[src/rtl/scan_chain_ctrl.sv]
`default_nettype none
// ============================================================================
// Module   : scan_chain_ctrl
// Purpose  : Scan-chain sequencer. Shifts a pattern in, pulses a capture
//            window, and unloads the previous capture while loading the next.
// Revision : 1.0
// ============================================================================
module scan_chain_ctrl #(
    parameter int CHAIN_LEN      = 16,
    parameter int CAPTURE_CYCLES = 1
) (
    input  logic                 CLK,
    input  logic                 RST,
    input  logic                 LOAD_VALID,
    input  logic [CHAIN_LEN-1:0] LOAD_DATA,
    output logic                 LOAD_READY,
    input  logic                 FLUSH,
    output logic                 SE,
    output logic                 SI,
    input  logic                 SO,
    output logic                 CAP_STROBE,
    output logic                 RESP_VALID,
    output logic [CHAIN_LEN-1:0] RESP_DATA,
    input  logic                 RESP_READY,
    output logic                 BUSY
);

    localparam int CNT_MAX = (CHAIN_LEN > CAPTURE_CYCLES) ? CHAIN_LEN : CAPTURE_CYCLES;
    localparam int CNT_W   = $clog2(CNT_MAX);
    localparam logic [CNT_W-1:0] LAST_SHIFT = CNT_W'(CHAIN_LEN - 1);
    localparam logic [CNT_W-1:0] LAST_CAP   = CNT_W'(CAPTURE_CYCLES - 1);

    typedef enum logic [1:0] {
        ST_IDLE    = 2'd0,
        ST_SHIFT   = 2'd1,
        ST_CAPTURE = 2'd2
    } state_t;

    typedef enum logic {
        MODE_PAT   = 1'b0,
        MODE_FLUSH = 1'b1
    } mode_t;

    state_t               state_q,      state_d;
    mode_t                mode_q,       mode_d;
    logic [CNT_W-1:0]     cnt_q,        cnt_d;
    logic [CHAIN_LEN-1:0] shreg_q,      shreg_d;
    logic [CHAIN_LEN-2:0] resp_sr_q,    resp_sr_d;
    logic [CHAIN_LEN-1:0] resp_data_q,  resp_data_d;
    logic                 resp_valid_q, resp_valid_d;
    logic                 have_cap_q,   have_cap_d;
    logic                 se_q,         se_d;
    logic                 si_q,         si_d;
    logic                 cap_q,        cap_d;

    logic [CHAIN_LEN-1:0] w_resp_next;
    logic                 w_load_hs;
    logic                 w_flush_go;

    assign LOAD_READY = (state_q == ST_IDLE) && !resp_valid_q;
    assign BUSY       = (state_q != ST_IDLE);
    assign SE         = se_q;
    assign SI         = si_q;
    assign CAP_STROBE = cap_q;
    assign RESP_VALID = resp_valid_q;
    assign RESP_DATA  = resp_data_q;

    assign w_load_hs   = LOAD_VALID && LOAD_READY;
    assign w_flush_go  = FLUSH && have_cap_q && !resp_valid_q;
    // SO is sampled before the edge that shifts the chain, so the first
    // sample is flop CHAIN_LEN-1 and ends up in the response MSB.
    assign w_resp_next = {resp_sr_q, SO};

    always_comb begin
        state_d      = state_q;
        mode_d       = mode_q;
        cnt_d        = cnt_q;
        shreg_d      = shreg_q;
        resp_sr_d    = resp_sr_q;
        resp_data_d  = resp_data_q;
        resp_valid_d = resp_valid_q;
        have_cap_d   = have_cap_q;
        se_d         = se_q;
        si_d         = si_q;
        cap_d        = cap_q;

        if (resp_valid_q && RESP_READY) begin
            resp_valid_d = 1'b0;
        end

        case (state_q)
            ST_IDLE: begin
                if (w_load_hs) begin
                    // SI is registered, so the MSB goes out now and the
                    // remaining bits queue up behind it in shreg.
                    shreg_d = {LOAD_DATA[CHAIN_LEN-2:0], 1'b0};
                    si_d    = LOAD_DATA[CHAIN_LEN-1];
                    se_d    = 1'b1;
                    mode_d  = MODE_PAT;
                    cnt_d   = '0;
                    state_d = ST_SHIFT;
                end else if (w_flush_go) begin
                    shreg_d = '0;
                    si_d    = 1'b0;
                    se_d    = 1'b1;
                    mode_d  = MODE_FLUSH;
                    cnt_d   = '0;
                    state_d = ST_SHIFT;
                end
            end

            ST_SHIFT: begin
                resp_sr_d = w_resp_next[CHAIN_LEN-2:0];
                if (cnt_q == LAST_SHIFT) begin
                    se_d  = 1'b0;
                    si_d  = 1'b0;
                    cnt_d = '0;
                    if (have_cap_q) begin
                        resp_data_d  = w_resp_next;
                        resp_valid_d = 1'b1;
                    end
                    if (mode_q == MODE_PAT) begin
                        cap_d   = 1'b1;
                        state_d = ST_CAPTURE;
                    end else begin
                        have_cap_d = 1'b0;
                        state_d    = ST_IDLE;
                    end
                end else begin
                    cnt_d   = cnt_q + CNT_W'(1);
                    si_d    = shreg_q[CHAIN_LEN-1];
                    shreg_d = {shreg_q[CHAIN_LEN-2:0], 1'b0};
                end
            end

            ST_CAPTURE: begin
                if (cnt_q == LAST_CAP) begin
                    cap_d      = 1'b0;
                    have_cap_d = 1'b1;
                    cnt_d      = '0;
                    state_d    = ST_IDLE;
                end else begin
                    cnt_d = cnt_q + CNT_W'(1);
                end
            end

            default: begin
                state_d = ST_IDLE;
            end
        endcase
    end

    always_ff @(posedge CLK) begin
        if (RST) begin
            state_q      <= ST_IDLE;
            mode_q       <= MODE_PAT;
            cnt_q        <= '0;
            shreg_q      <= '0;
            resp_sr_q    <= '0;
            resp_data_q  <= '0;
            resp_valid_q <= 1'b0;
            have_cap_q   <= 1'b0;
            se_q         <= 1'b0;
            si_q         <= 1'b0;
            cap_q        <= 1'b0;
        end else begin
            state_q      <= state_d;
            mode_q       <= mode_d;
            cnt_q        <= cnt_d;
            shreg_q      <= shreg_d;
            resp_sr_q    <= resp_sr_d;
            resp_data_q  <= resp_data_d;
            resp_valid_q <= resp_valid_d;
            have_cap_q   <= have_cap_d;
            se_q         <= se_d;
            si_q         <= si_d;
            cap_q        <= cap_d;
        end
    end

endmodule
`default_nettype wire

[config.mk]
export PLATFORM = sky130hd
export DESIGN_NAME = scan_chain_ctrl
export DESIGN_NICKNAME = d
export VERILOG_FILES = /design/src/rtl/scan_chain_ctrl.sv
export SDC_FILE = /design/constraint.sdc
export NUM_CORES = 1
export LEC_CHECK = 0
export BUFFER_PORTS_ARGS = -buffer_cell sky130_fd_sc_hd__buf_2
export CAP_MARGIN = 10
export CORE_MARGIN = 4
export CORE_UTILIZATION = 55
export CTS_CLUSTER_SIZE = 14
export DETAILED_ROUTE_END_ITERATION = 10
export GPL_ROUTABILITY_DRIVEN = 0
export PLACE_DENSITY = 0.78
export SLEW_MARGIN = 30
export SYNTH_ARGS = -nofsm -noshare
export SYNTH_HDL_FRONTEND = slang
export SYNTH_SLANG_ARGS = --single-unit
[constraint.sdc]
create_clock -name CLK -period 2.1 [get_ports CLK]
set_input_delay 0 -clock CLK [delete_from_list [all_inputs] [get_ports CLK]]
set_output_delay 0 -clock CLK [all_outputs]
set_load 0.005 [all_outputs]
======== Word-level counts from Yosys, hierarchy flattened ========
Index checks and enable logic that the tools add are counted.
word-level totals
  flip-flop bits (word level) ............. 59
  bits of input ports ..................... 22
  output and inout port bits .............. 22
  logic and storage cells ................. 79
cells by class
  add/subtract/negate cells ............... 1
  equal/unequal tests ..................... 9
  multiplexer cells ....................... 36
  reductions and logical operators ........ 22
operator list
  cell                   count
  $mux W16               3
  $pmux W16 S2           1
  $mux W1                17
  $mux W4                4
  $pmux W4 S3            1
  $reduce_and A3 Y1      4
  $mux W2                5
  $ne A2 B2 Y1 const B   5
  $pmux W1 S2            4
  $reduce_and A4 Y1      2
  $reduce_bool A2 Y1     4
  $pmux W2 S3            1
  $reduce_and A2 Y1      3
  $logic_and A1 B1 Y1    5
  $add A4 B1 Y4 const B  1
  $eq A4 B4 Y1 const B   1
  $logic_not A4 Y1       1
  $ne A3 B3 Y1 const B   1
  $reduce_bool A3 Y1     1
  $eq A2 B1 Y1 const B   1
  $eq A2 B2 Y1 const B   1
  $logic_not A2 Y1       1
  $logic_not A1 Y1       1

======== Longest topological paths before layout ========
  word-level depth ........................ 5
  mapped depth ............................ 9
  gate-level depth less buffers ........... 6

======== Worst setup path after synthesis ========
Ideal clock, no wire load.
  kind .................................... register to register
  start point ............................. register state_q[0]
  end point ............................... register shreg_q[11]
  setup time .............................. 0.132 ns
  data arrival time ....................... 1.578 ns
  data required time ...................... 1.968 ns
  path slack .............................. 0.390 ns
  stages on the path, launching flop included .. 8
  clock period less this slack ............ 1.710 ns
  path through ............................ dfxtp_1 > inv_1 > ha_1 > inv_2 > o31a_1 > buf_6 > a2111oi_2 > nor3_1
on the way
  word-level cells in the longest chain between the ends .. 5
  elaborated cells between the ends (all ways) .. 10
  those cells by class .................... 3 x eq/ne; 2 x mux; 5 x reduce/logical
ends and longest elaborated chain
  item                                                                       RTL line  RTL
  start: declaration                                                         44        state_t state_q, state_d;
  start signal: assignment                                                   167       state_q <= state_d;
  $logic_not A2 Y1                                                           60, 91
  $logic_and A1 B1 Y1                                                        60        assign LOAD_READY = (state_q == ST_IDLE) && !resp_valid_q;
  $logic_and A1 B1 Y1                                                        68        assign w_load_hs = LOAD_VALID && LOAD_READY;
  $ne A3 B3 Y1 (no source line) / $mux W16 (equally long branches)           --
  $reduce_and A3 Y1 (no source line) / $pmux W16 S2 (equally long branches)  --
  end signal: assignment                                                     170       shreg_q <= shreg_d;
  end: declaration                                                           47        logic [CHAIN_LEN-1:0] shreg_q, shreg_d;
Several ways; a longest one is shown, not always the timed one.
A chain may end at the register's enable or synchronous reset.

======== Worst setup path after layout ========
  start point ............................. register state_q[0]
  end point ............................... register shreg_q[13]
The elaborated chain is that of the path after synthesis.

==> run_results.csv <==
group,metric,value,unit
run_status,status,"finished, final reports clean",
floorplan,die_x,77.0,um
synth,synth-seq-cells,58,
detailed_routing,drtAntennaViolNets,0,
power_and_ir_drop,powerDensity,1230,mW/mm2
worst_setup_path,worst-endpoint-required,2.30,ns
worst_setup_path,worst-r2r-cell-count,7,
synth,seq_area_frac_synth,0.443,
worst_setup_path,crit_path_end_kind,"flip-flop",
clock_network,numCtsBuffers,9,
worst_setup_path,arrival,2.14,ns
floorplan,io_pins,44,
min_path,hold_path_class,"in2reg",
finish,nets,367,
floorplan,num_rows,24,
detailed_routing,drc,0,
worst_setup_path,critical-path-max-stage-delay,0.42,ns
clock_network,clockRootBuffer,"clkbuf_8",
synth,synth_area_per_cell,9.03,um2
floorplan,core_area,0.00447,mm2
sta,clock_skew,0.00409,ns
synth,ys.flop_type,"dfxtp_1",
sta,tightest_slew,0.604,ns
clock_network,htree_num_levels,3,
synth,yosys-top-cells-area,"dfxtp_1, a21oi_1, mux2i_1",
sta,fin_ws,0.161,ns
synth,syn-instance-count,290,
sta,fmax,516,MHz
floorplan,die-height,77.0,um
global_route,track_usage,0.211,
worst_setup_path,start_kind,"flip-flop",
run,cap_violations,0,
worst_setup_path,rrSetupSlack,0.16,ns
min_path,min_from,"LOAD_DATA[15]",
synth,syn-cell-area,0.00262,mm2
global_route,grt_max_degree,35,
clock_network,cts.clk_slew.worst_paths,0.07,ns
finish,final_cells,395,
sta,totalNegativeSetupSlack,0,ns
place,dp_cells,375,
clock_network,insertion_delay,0.34,ns
sta,fin_crit_sh,0.923,
synth,synth_edf_count,0,
floorplan,initial_utilization,0.586,
detailed_routing,avgViaCountPerCell,5.64,
worst_setup_path,crit_type,"reg2reg",
synth,synth_warnings,0,
synth,yosysUniqueCellTypes,40,
synth,syn-num-nets,319,
finish,final_util,0.701,
power_and_ir_drop,ir_drop,758,uV
clock_network,cts_tree,"built",
floorplan,die-area,0.00593,mm2
detailed_routing,vias,2226,
synth,yosys.area.top_type_share,0.443,
worst_setup_path,crit_start,"state_q[0]",
clock_network,cts.path.max_buffers,2,
detailed_routing,wire_per_inst,14.7,um
finish,fillers,375,
worst_setup_path,critPathMaxFanout,12,
place,dp_hpwl,3790,um
global_route,grt_pass1_wl,10000,um
sta,fin_crit,1.94,ns
clock_network,cts_setup_buffers,0,
worst_setup_path,worstReg2RegEnd,"shreg_q[13]",
synth,synth_commonest_cells,"dfxtp_1, a21oi_1, nand2_1, nor2_1, mux2i_1",
detailed_routing,drt_iter0_markers,185,
detailed_routing,routed_wl,5810,um
global_route,grt_pass1_vias,2143,
min_path,hold_path_depth,3,
synth,async_flop_share,0,
finish,antenna_cells,0,
sta,whs,0.0388,ns
min_path,min_to,"SI",
clock_network,cts_sinks,58,
finish,finalInstanceArea,0.00314,mm2
finish,area_delta_synth_final,19.7,%
finish,multi_input_area,0.00134,mm2
global_route,antenna_found_initial,0,
synth,synth.most_common_cell,"dfxtp_1",
power_and_ir_drop,cellLeakagePower,1.20,nW
sta,slew_violations,0,
finish,drive_above_1_share,0.245,
finish,ff_latch_area,0.00116,mm2
place,dp_slack,0.0515,ns
place,portBuffers,43,
synth,yosysTopAreaCell,"dfxtp_1",
worst_setup_path,crit_slowest_cell,"o31a_4",
worst_setup_path,r2r-start,"state_q[0]",
place,dpl-instance-area,0.00287,mm2
sta,rsz0062_at_grt,"no",
global_route,overflow,0,
sta,hold_viol,0,
power_and_ir_drop,power,3.87,mW
worst_setup_path,path_cells,"inv_1 -> ha_2 -> inv_2 -> o31a_4 -> buf_4 -> a2111oi_2 -> nor3_1",
sta,timing.slew.headroom,0.596,
sta,setup_viol,0,
detailed_routing,dr.pass1.iters,4,
layout by cell type, fill, tap and decap left out, types with 8 or more instances in the layout:
cell type and instances:
nor3b_1 14, nor2_1 18, a2111oi_2 8, buf_2 43
clkbuf_8 9, mux2i_1 16, nor3_1 15, dfxtp_1 58
nand2_1 39, a21oi_1 40, o21ai_0 8, buf_4 10
power breakdown:
| group | switching [mW] | internal, mW |
|---|---|---|
| clock | 0.463 | 0.665 |
| combinational | 0.774 | 0.596 |
| sequential | 0.107 | 1.27 |
| total | 1.34 | 2.53 |
cell families after synthesis:
family | count (synthesis) | share of synthesized area
compound gates | 72 | 0.191
fa+ha+maj | 7 | 0.0334
buf+inv | 26 | 0.0506
flops | 58 | 0.443
mux | 16 | 0.0611
simple gates | 111 | 0.221
worst max path at each step:
stage	to	slack, ns	cells past startpoint
2_1_floorplan	shreg_q[11]	0.39	7
3_3_place_gp	shreg_q[12]	0.15	7
5_1_grt	SI	0.02	7
6_report	shreg_q[13]	0.16	7
3_5_place_dp	shreg_q[10]	0.05	7
4_1_cts	shreg_q[10]	0.02	7
routing by layer:
metal  up-vias  share of wire  GRT usage
met4         0          0.017     0.0890
met3        14          0.050     0.0691
met5         -              0          0
met2        51           0.46      0.322
met1      1020           0.47      0.272
li1       1141              -          -
state kept, by name, indices dropped and copies added (netlist names):
register / count
SI: 1
mode_q: 1
cnt_q: 4
CAP_STROBE: 1
RESP_DATA: 16
RESP_VALID: 1
shreg_q: 15
state_q: 2
have_cap_q: 1
SE: 1
resp_sr_q: 15
critical path, delay by kind of cell, from the launching register on:
kind,cells,cell delay (ns)
adder cells (fa/ha/maj),1,0.25
AND/OR/NAND/NOR,1,0.08
buffers and inverters,3,0.40
flip-flops,1,0.33
AO/OA/AOI/OAI,2,0.73
repair_timing:
action                     4_1_cts  5_1_grt
hold endpoints to repair         5        0
hold buffers                     4        0
setup endpoints to repair        0        9
resized for setup                0        3
final cells by class:
cell class	instances	area share
Clock buffer	9	0.0395
Clock inverter	7	0.0299
Timing Repair Buffer	57	0.105
Inverter	6	0.00718
Sequential cell	58	0.370
Multi-Input combinational cell	206	0.427
Tap cell	52	0.0207
Note: power is estimated with default switching activity, not from simulation.
